--- config.mk ---
export PLATFORM = sky130hd
export DESIGN_NAME = arm_instr_encoder
export DESIGN_NICKNAME = d
export VERILOG_FILES = /design/src/rtl/arm_instr_encoder.sv
export SDC_FILE = /design/constraint.sdc
export NUM_CORES = 1
export LEC_CHECK = 0
export ABC_AREA = 1
export BUFFER_PORTS_ARGS = -buffer_cell sky130_fd_sc_hd__buf_2
export CORE_ASPECT_RATIO = 1.75
export CORE_MARGIN = 2
export CORE_UTILIZATION = 43
export CTS_BUF_LIST = sky130_fd_sc_hd__clkbuf_16
export DETAILED_ROUTE_END_ITERATION = 8
export GPL_TIMING_DRIVEN = 0
export PLACE_DENSITY = 0.84
export SYNTH_ARGS = -nofsm -noshare
export SYNTH_HDL_FRONTEND = slang
export SYNTH_SLANG_ARGS = --single-unit
--- constraint.sdc ---
create_clock -name clk -period 1.5 [get_ports clk]
set_clock_uncertainty 0.1 [all_clocks]
set_input_delay 0.3 -clock clk [delete_from_list [all_inputs] [get_ports clk]]
set_output_delay 0.3 -clock clk [all_outputs]
set_load 0.01 [all_outputs]
--- src/rtl/arm_instr_encoder.sv ---
// Packs ARM instruction fields into 32-bit words and streams them into sequential imem slots.
// Encodings the single-cycle decoder cannot execute are rejected with a one-cycle err pulse.
module arm_instr_encoder #(
  parameter int ADDR_W = 6
) (
  input  logic              clk,
  input  logic              reset,
  input  logic              clear,
  input  logic              in_valid,
  output logic              in_ready,
  input  logic [3:0]        cond,
  input  logic [1:0]        op,
  input  logic [5:0]        funct,
  input  logic [3:0]        rn,
  input  logic [3:0]        rd,
  input  logic [11:0]       src2,
  input  logic [23:0]       imm24,
  output logic              mem_we,
  output logic [ADDR_W-1:0] mem_addr,
  output logic [31:0]       mem_wdata,
  output logic [ADDR_W:0]   count,
  output logic              full,
  output logic              err
);

  localparam logic [ADDR_W:0] CAP = (ADDR_W+1)'(1) << ADDR_W;

  typedef enum logic [1:0] {IDLE, WRITE, FULL_ST} state_t;

  state_t              state_reg, state_next;
  logic [ADDR_W:0]     count_reg, count_next;
  logic                mem_we_reg, mem_we_next;
  logic [ADDR_W-1:0]   mem_addr_reg, mem_addr_next;
  logic [31:0]         mem_wdata_reg, mem_wdata_next;
  logic                err_reg, err_next;
  logic                legal;
  logic [31:0]         enc_word;
  logic                hs;

  // Only the data-processing commands the decoder implements are legal; CMP must set flags.
  always_comb begin
    legal = 1'b1;
    case (op)
      2'b11: legal = 1'b0;
      2'b00: begin
        case (funct[4:1])
          4'b0100, 4'b0010, 4'b0000, 4'b1100, 4'b1101: legal = 1'b1;
          4'b1010: legal = funct[0];
          default: legal = 1'b0;
        endcase
      end
      default: legal = 1'b1;
    endcase
  end

  assign enc_word = (op == 2'b10) ? {cond, 2'b10, funct[5:4], imm24}
                                  : {cond, op, funct, rn, rd, src2};

  // clear takes priority over a handshake, so the encoder refuses input that cycle.
  assign in_ready = (state_reg == IDLE) && !clear;
  assign hs       = in_valid && in_ready;

  always_comb begin
    state_next     = state_reg;
    count_next     = count_reg;
    mem_we_next    = 1'b0;
    mem_addr_next  = mem_addr_reg;
    mem_wdata_next = mem_wdata_reg;
    err_next       = 1'b0;
    case (state_reg)
      IDLE: begin
        if (clear) begin
          count_next = '0;
        end else if (hs && legal) begin
          state_next     = WRITE;
          mem_we_next    = 1'b1;
          mem_addr_next  = count_reg[ADDR_W-1:0];
          mem_wdata_next = enc_word;
        end else if (hs) begin
          err_next = 1'b1;
        end
      end
      WRITE: begin
        count_next = count_reg + (ADDR_W+1)'(1);
        state_next = (count_next == CAP) ? FULL_ST : IDLE;
      end
      FULL_ST: begin
        if (clear) begin
          count_next = '0;
          state_next = IDLE;
        end
      end
      default: state_next = IDLE;
    endcase
  end

  always_ff @(posedge clk) begin
    if (reset) begin
      state_reg     <= IDLE;
      count_reg     <= '0;
      mem_we_reg    <= 1'b0;
      mem_addr_reg  <= '0;
      mem_wdata_reg <= '0;
      err_reg       <= 1'b0;
    end else begin
      state_reg     <= state_next;
      count_reg     <= count_next;
      mem_we_reg    <= mem_we_next;
      mem_addr_reg  <= mem_addr_next;
      mem_wdata_reg <= mem_wdata_next;
      err_reg       <= err_next;
    end
  end

  assign mem_we    = mem_we_reg;
  assign mem_addr  = mem_addr_reg;
  assign mem_wdata = mem_wdata_reg;
  assign count     = count_reg;
  assign full      = (count_reg == CAP);
  assign err       = err_reg;

endmodule
==> flow_summary.yaml, run 1 <==
yosys:
  ys_types: 20
  netlist_area_sq_um: 2470
  syn-num-nets: 431
  async_reset_ff_share_pct: 0
  synth_ff_type: "dfxtp_1"
  ys_warn_count: 0
  synth.top_cell.area_share_pct: 39.7
  synth_edf_count: 0
  synth.area.top_cells: "dfxtp_1, nand2_1, nor2_1, mux2_2, inv_1"
  synth-seq-cells: 49
  seq_area_frac_synth_pct: 39.7
  syn-mean-instance-area_sq_um: 6.72
  synthCells: 368
  synth_top_cell_by_area: "dfxtp_1"
outcome:
  violations: "negative setup slack"
  status: "complete, but fails checks"
power:
  p_leak_nw: 2.00
  switching_share_pct: 25.2
  p_comb_share_pct: 20.4
  p_per_area_nw_per_um2: 876
  p_seq_share_pct: 42.6
  peakVddDrop_mv: 0.632
  p_sw_mw: 0.832
  p_int_mw: 2.47
  total_power_mw: 3.30
  clkPwrFrac_pct: 36.9
timing:
  hold_viol: 0
  tightest_slew_ns: 0.515
  setup_viol: 39
  fin_crit_sh_pct: 105
  max_freq_ghz: 0.634
  slew_headroom_pct: 65.7
  drv_slew: 0
  layout_setup_ws_ns: -0.0774
  tns_ns: -1.72
  rsz0062_at_grt: "true"
  min_period_ns: 1.58
die:
  die_area_sq_um: 6400
  ioPinCount: 109
  die_w_microns: 61.3
  start_util_pct: 44.6
  core-area_sq_um: 5540
  fp.dieH_microns: 104
  rows: 36
layout:
  diodes: 0
  drive_gt1_share_pct: 48.1
  most-common-layout-cells: "buf_2, nand2_1, nor2_1, inv_1, dfxtp_1"
  largest_register_ffs: 32
  syn_to_final_growth_pct: 52.4
  fin_nets: 563
  design_area_sq_um: 3770
  layout.cells.non_filler: 577
  final_common_cell: "buf_2"
clock_tree:
  cts_hold_buf: 0
  clock_path_buffers: 2
  insertion_delay_ns: 0.28
  cts_sinks: 49
  cts_root_buffer: "clkbuf_16"
  cts_tree: "built"
  cts_made_buffers: 5
  h-tree-depth: 2
  clk_pin_slew_ns: 0.06
route:
  drtIter0Drc: 103
  dr.pass1.iters: 4
  postRouteAntennaNets: 0
  drt-wirelength-per-cell_microns: 12.3
  vias: 2719
  wirelength_microns: 7120
  drc: 0
  routed_via_density: 4.71
worst_setup_path:
  arrival_ns: 1.70
  worstPathRequired_ns: 1.62
  crit_path_end_kind: "flip-flop"
  cp_max_fo: 5
  crit_buf_inv: 3
  cp_slowest_stage_delay_ns: 0.33
  path_delay_family: "simple AND/OR/NAND/NOR gates"
  crit_chain: "inv_2 -> nand2_4 -> nor3b_4 -> nand3_2 -> buf_6 -> buf_6 -> nand2_2 -> nand2_2 -> nor2_2"
  slowest_stage: "dfxtp_2"
  worstSetupPathType: "reg -> reg"
  startpoint_type: "flip-flop"
global_routing:
  grt_max_degree: 15
  grtUsageTotal_pct: 21.7
  antenna_found_initial: 0
  grt-ovfl-total: 0
  grt_first_pass_wirelength_microns: 10900
  first_global_vias: 2676
placement:
  dpl.cell_count: 551
  placed_area_sq_um: 3100
  port_buffers: 107
  hpwl_microns: 4820
  gp_congestion: 0.813
job:
  maxCapViolCount: 0
hold_path:
  min-delay-path-class: "in -> reg"
[synth_stat cells (3+ instances only)]
cell type / count
nand4_1: 3
nand3_1: 9
o21ai_0: 4
inv_1: 53
dfxtp_1: 49
clkbuf_1: 5
buf_2: 10
nor2_1: 86
nand2_1: 103
ha_1: 3
mux2_2: 24
a21oi_1: 9
[worst register-to-register path: cells and delay by family (launching register included)]
| kind | cells | cell delay [ns] |
|---|---|---|
| buffers and inverters | 3 | 0.38 |
| and+or+nand+nor | 6 | 0.72 |
| DFF | 1 | 0.33 |
[area by class of cell]
cell class                 instances  area, sq um
buffer                            17          161
clock buffer                       5          125
clock inverter                     3         37.5
fill                             483         1770
inverter                          55          206
multi-input combinational        247         1420
sequential                        49          991
tap                               76         95.1
timing repair buffer             125          736
[worst paths after layout]
path | endpoint | startpoint | slack (ns) | cells after the start
max | mem_wdata[7] | state_reg[0] | -0.08 | 9
max reg2reg | mem_wdata[7] | state_reg[0] | -0.08 | 9
min | mem_wdata[28] | cond[0] | 0.13 | 3
min reg2reg | mem_wdata[27] | mem_wdata[27] | 0.41 | 2
[kinds of logic after synthesis]
group | share of synthesized area [%]
AND/OR/NAND/NOR | 32.9
multiplexers | 10.9
flip-flops | 39.7
AO/OA/AOI/OAI | 2.63
XOR/XNOR | 0.354
adder cells (fa/ha/maj) | 1.52
buffers and inverters | 12.0
[metrics by stage]
stage	hold WS (ns)	utilization (%)	setup WS (ns)
floorplan	0.335	-	0.0961
global placement	0.376	56.0	-0.142
detailed placement	0.385	56.0	-0.160
CTS	0.132	64.3	-0.0899
global route	0.156	68.0	-0.151
finish	0.133	68.0	-0.0774
[layer usage]
metal | up-vias | global-route usage (%) | share of wire [%]
met2 | 106 | 41.9 | 57
li1 | 1359 | - | -
met3 | 24 | 3.36 | 4.8
met4 | 0 | 7.14 | 2.4
met5 | - | 0 | 0
met1 | 1230 | 21.5 | 36
[repair_timing]
item                                    CTS  global route
gates resized for setup                  56            54
setup buffers                            12             2
hold endpoints to repair                  0             0
pin swaps                                 9            15
endpoints found under the setup margin   41            46
gates cloned                              3             1
[power groups by stage]
stage / sequential [mW] / combinational [mW] / clock [mW]
floorplan: 1.47 / 0.271 / 0
global placement: 1.44 / 0.501 / 0
detailed placement: 1.44 / 0.516 / 0
CTS: 1.41 / 0.603 / 1.25
global route: 1.42 / 0.741 / 1.30
finish: 1.41 / 0.675 / 1.22
(Power assumes the default switching activity.)
==> run 2: changes to the inputs <==
--- a/config.mk
+++ b/config.mk
@@ -10,9 +10,9 @@
 export CORE_ASPECT_RATIO = 1.75
 export CORE_MARGIN = 2
-export CORE_UTILIZATION = 43
-export CTS_BUF_LIST = sky130_fd_sc_hd__clkbuf_16
+export CORE_UTILIZATION = 44
+export CTS_BUF_LIST = sky130_fd_sc_hd__clkbuf_8
 export DETAILED_ROUTE_END_ITERATION = 8
 export GPL_TIMING_DRIVEN = 0
-export PLACE_DENSITY = 0.84
+export PLACE_DENSITY = 0.85
 export SYNTH_ARGS = -nofsm -noshare
 export SYNTH_HDL_FRONTEND = slang
==> constraint.sdc (replaced) <==
create_clock -name clk -period 1.5 [get_ports clk]
set_clock_uncertainty 0.1 [all_clocks]
set_input_delay 0.3 -clock clk [delete_from_list [all_inputs] [get_ports clk]]
set_output_delay 0.3 -clock clk [all_outputs]
set_load 0.05 [all_outputs]
==> run 2 against run 1 <==
Against the previous run:
- wire length increased by 4.6%
- flip-flop and latch count is the same
- the run still ends with negative setup slack left
- largest power group unchanged
- sequential power hardly changed
- critical endpoint is now full
- combinational power grew 39%
- clock-buffer cell count stayed put
- clock power down 37%
- register-to-register slack about the same
- largest cell class unchanged
- fmax is 6.8% lower
- via count up 0.48%
- first-iteration DRC count grew 4.9%
==> flow_summary.yaml, run 2 (same netlist as run 1, synthesis figures left out) <==
outcome:
  status: "complete, but fails checks"
  violations: "negative setup slack"
worst_setup_path:
  cp.depth: 5
  worstPathRequired_ns: 1.10
  path_delay_family: "flip-flops"
  crit_start: "count[1]"
  crit_path_end_kind: "primary output"
  r2r_start: "state_reg[0]"
  cp_max_fo: 2
  worstSetupPathType: "reg -> out"
  crit_buf_inv: 2
  startpoint_type: "flip-flop"
  r2r_cells: 9
  slowest_stage: "dfxtp_4"
  crit_chain: "inv_4 -> ha_4 -> nand4_1 -> nor3_4 -> buf_6"
  arrival_ns: 1.29
  cp_slowest_stage_delay_ns: 0.36
power:
  p_leak_nw: 1.97
  p_per_area_nw_per_um2: 820
  peakVddDrop_mv: 0.796
layout:
  fin_nets: 560
  final_common_cell: "buf_2"
  design_area_sq_um: 3810
  layout.cells.non_filler: 574
  largest_register_ffs: 32
  drive_gt1_share_pct: 48.6
  fillers: 449
  diodes: 0
  most-common-layout-cells: "buf_2, nand2_1, nor2_1, inv_1, dfxtp_1"
  syn_to_final_growth_pct: 53.9
  final_util_pct: 69.3
hold_path:
  min_from: "cond[0]"
  min-delay-path-class: "in -> reg"
  hold_path_depth: 3
die:
  die_area_sq_um: 6260
  start_util_pct: 45.0
  core-area_sq_um: 5500
  ioPinCount: 109
  die_w_microns: 60.7
  rows: 36
  fp.dieH_microns: 103
placement:
  dpl.cell_count: 551
  gp_congestion: 0.808
  hpwl_microns: 4780
  port_buffers: 107
  dp_worst_setup_slack_ns: -0.162
  placed_area_sq_um: 3130
timing:
  tns_ns: -0.646
  drv_slew: 0
  setup_viol: 26
  slew_headroom_pct: 64.3
  max_freq_ghz: 0.591
  rsz0062_at_grt: "true"
  min_period_ns: 1.69
  hold_viol: 0
  fin_crit_sh_pct: 113
  layout_setup_ws_ns: -0.192
  tightest_slew_ns: 0.535
route:
  drc: 0
  routed_via_density: 4.76
  drt-wirelength-per-cell_microns: 13.0
  wirelength_microns: 7450
  vias: 2732
  dr.pass1.iters: 4
  drtIter0Drc: 108
  postRouteAntennaNets: 0
global_routing:
  grtUsageTotal_pct: 20.9
  antenna_found_initial: 0
  grt-ovfl-total: 0
  grt_first_pass_wirelength_microns: 10000
  first_global_vias: 2404
  grt_max_degree: 16
clock_tree:
  cts_root_buffer: "clkbuf_8"
  cts_tree: "built"
  cts_made_buffers: 5
  clock_path_buffers: 2
  insertion_delay_ns: 0.31
  cts_hold_buf: 0
  cts_sinks: 49
  h-tree-depth: 2
  clk_pin_slew_ns: 0.09
job:
  maxCapViolCount: 0
-- run 2: cell count changes in the layout (fill, tap and decap cells not counted), moves of 4 or more --
cell	change
inv_2	-4
dfxtp_1	-5
nor2_4	+12
buf_4	-5
buf_2	-5
clkbuf_8	+5
nor2_2	-10
dfxtp_2	+5
-- run 2: final timing paths --
kind	endpoint	slack, ns
worst min-delay path	mem_wdata[28]	0.11
worst max-delay path	full	-0.19
worst min register to register	mem_wdata[27]	0.38
worst max register to register	mem_wdata[13]	-0.09
-- run 2: worst reg2reg max path, cell delays in order, from the launching register on --
cell and delay, ns:
dfxtp_2 0.34, inv_4 0.07, nand2_4 0.06, nor3b_4 0.22, nand3_4 0.16, buf_6 0.17, clkbuf_16 0.15, nand2_1 0.10
nand2_1 0.07, nor2_1 0.11
-- run 2: stage by stage --
stage | power, mW | hold WS (ns)
2_1_floorplan | 1.96 | 0.335
3_3_place_gp | 2.16 | 0.376
3_5_place_dp | 2.17 | 0.373
4_1_cts | 2.96 | 0.108
5_1_grt | 3.25 | 0.124
6_report | 3.12 | 0.107
-- run 2: power by group --
part           switching (mW)  total, mW  leakage, nW  internal, mW
Sequential             0.0382       1.41        0.406          1.37
Clock                   0.449      0.771       0.0439         0.323
Combinational           0.595      0.940         1.52         0.345
Total                    1.08       3.12         1.97          2.04
-- run 2: routing by layer --
metal,GRT usage [%],up-vias,share of wire (%)
li1,-,1356,-
met5,0,-,0
met2,40.1,104,56
met1,19.9,1243,35
met3,4.35,29,4.9
met4,10.4,0,4.1
-- run 2: layout make-up --
cell class / instances / area [sq um] / area share, %
Buffer: 17 / 156 / 4.11
Timing Repair Buffer: 122 / 779 / 20.5
Sequential cell: 49 / 997 / 26.2
Tap cell: 76 / 95.1 / 2.50
Clock inverter: 3 / 17.5 / 0.460
Multi-Input combinational cell: 247 / 1480 / 38.8
Inverter: 55 / 214 / 5.62
Clock buffer: 5 / 68.8 / 1.81
-- run 2: timing repair --
action / 4_1_cts / 5_1_grt
resized for setup: 21 / 102
pin swaps: 7 / 21
setup endpoints to repair: 38 / 49
gates cloned: 1 / 5
buffers inserted: 5 / 4
==> run 3: changes to the inputs <==
CORE_ASPECT_RATIO = default   (was 1.75)
==> run 3 against run 2 <==
Against the previous run:
- the flow still finishes with violations (negative setup slack)
- final cell count shrank 1.0%
- critical path depth is the same
- final area shrank 1.0%
- clock-buffer cell count grew 1
- largest cell class unchanged
- highest routed layer unchanged
==> flow_summary.yaml, run 3 (same netlist as run 1, synthesis figures left out) <==
global_routing:
  grtUsageTotal_pct: 20.6
  first_global_vias: 2459
  grt_first_pass_wirelength_microns: 10400
  grt-ovfl-total: 0
  antenna_found_initial: 0
  grt_max_degree: 16
die:
  rows: 27
  fp.dieH_microns: 79.0
  ioPinCount: 109
  die_w_microns: 79.0
  die_area_sq_um: 6240
  core-area_sq_um: 5470
  start_util_pct: 45.2
route:
  routed.top_layer: "met4"
  drt-met1-wl_microns: 2810
  drtIter0Drc: 73
  drc: 0
  drt-wirelength-per-cell_microns: 12.6
  wl_met2_microns: 3780
  wirelength_microns: 7160
  dr_wl_met3_microns: 440
  routed_via_density: 4.70
  dr.pass1.iters: 5
  postRouteAntennaNets: 0
  vias: 2669
layout:
  syn_to_final_growth_pct: 52.3
  drive_gt1_share_pct: 45.6
  largest_register_ffs: 32
  layout.cells.non_filler: 568
  most-common-layout-cells: "buf_2, nand2_1, nor2_1, inv_1, dfxtp_1"
  design_area_sq_um: 3770
  final_common_cell: "buf_2"
  fin_nets: 558
  diodes: 0
placement:
  dp_worst_setup_slack_ns: -0.164
  dpl.cell_count: 547
  placed_area_sq_um: 3120
  hpwl_microns: 4750
  gp_congestion: 0.856
  port_buffers: 107
power:
  p_per_area_nw_per_um2: 877
  p_leak_nw: 1.96
  peakVddDrop_mv: 0.515
hold_path:
  min-delay-path-class: "in -> reg"
timing:
  rsz0062_at_grt: "true"
  drv_slew: 0
  slew_headroom_pct: 64.9
  min_period_ns: 1.68
  tightest_slew_ns: 0.526
  max_freq_ghz: 0.594
  layout_setup_ws_ns: -0.182
  hold_viol: 0
  setup_viol: 28
  fin_crit_sh_pct: 112
clock_tree:
  cts_root_buffer: "clkbuf_8"
  cts_sinks: 49
  h-tree-depth: 2
  cts_hold_buf: 0
  clock_path_buffers: 2
  cts_made_buffers: 5
  cts_tree: "built"
  insertion_delay_ns: 0.30
  clk_pin_slew_ns: 0.09
worst_setup_path:
  crit_path_end_kind: "primary output"
  arrival_ns: 1.28
  worstPathRequired_ns: 1.10
  startpoint_type: "flip-flop"
  cp_max_fo: 2
  worstSetupPathType: "reg -> out"
outcome:
  violations: "negative setup slack"
  status: "complete, but fails checks"
job:
  maxCapViolCount: 0
run 3: cell types whose count changed in the layout (fill, tap and decap cells not counted), moves of 3 or more:
cell     delta
nand2_2    -12
buf_6       -3
buf_4       +3
nor2_4      +4
nor2_2      -8
nor2_1      +4
nand2_1    +11
buf_8       -4
run 3: area by class of cell:
class / count / area [sq um]
flip-flops and latches: 49 / 1000
well taps: 72 / 90.1
plain buffers: 17 / 164
multi-input cells: 247 / 1470
inverters: 55 / 211
clock inverters: 2 / 36.3
repair buffers: 120 / 718
clock buffers: 6 / 82.6
fillers: 456 / 1710
run 3: power breakdown:
group,internal (mW),total [mW],leakage [nW],switching (mW)
logic,0.328,0.911,1.50,0.584
registers,1.37,1.41,0.406,0.0387
clock network,0.544,0.986,0.0617,0.442
total,2.24,3.30,1.96,1.06
run 3: what timing repair did:
item,in CTS,in global routing
setup endpoints to repair,35,44
gates cloned,0,4
setup buffers,4,5
pin swaps,3,16
endpoints found under the hold margin,0,0
gates resized for setup,16,89
run 3: layer usage:
metal  GRT usage (%)  vias up
met5               0        -
met4            7.07        0
met3            4.09       13
met2            39.0       97
met1            22.8     1204
li1                -     1355
run 3: worst max-delay path: stages (launching register included):
cell and delay (ns):
dfxtp_4 0.35, inv_2 0.06, ha_4 0.11, nand4_1 0.12, nor3_4 0.15, buf_6 0.18
run 3: final timing paths:
check	cells after the start	to	from	slack (ns)
hold / removal	3	mem_wdata[29]	cond[1]	0.11
hold reg to reg	2	mem_wdata[27]	mem_wdata[27]	0.39
setup / recovery	5	full	count[1]	-0.18
setup reg to reg	8	mem_wdata[14]	state_reg[1]	-0.04
run 3: per-stage QoR:
stage,util (%),hold slack [ns],power (mW),setup TNS (ns)
floorplan,-,0.335,1.96,-0.0922
global placement,57.1,0.364,2.16,-3.37
detailed placement,57.1,0.368,2.18,-4.21
CTS,60.8,0.120,3.18,-0.231
global route,68.8,0.119,3.45,-3.26
finish,68.8,0.113,3.30,-0.701
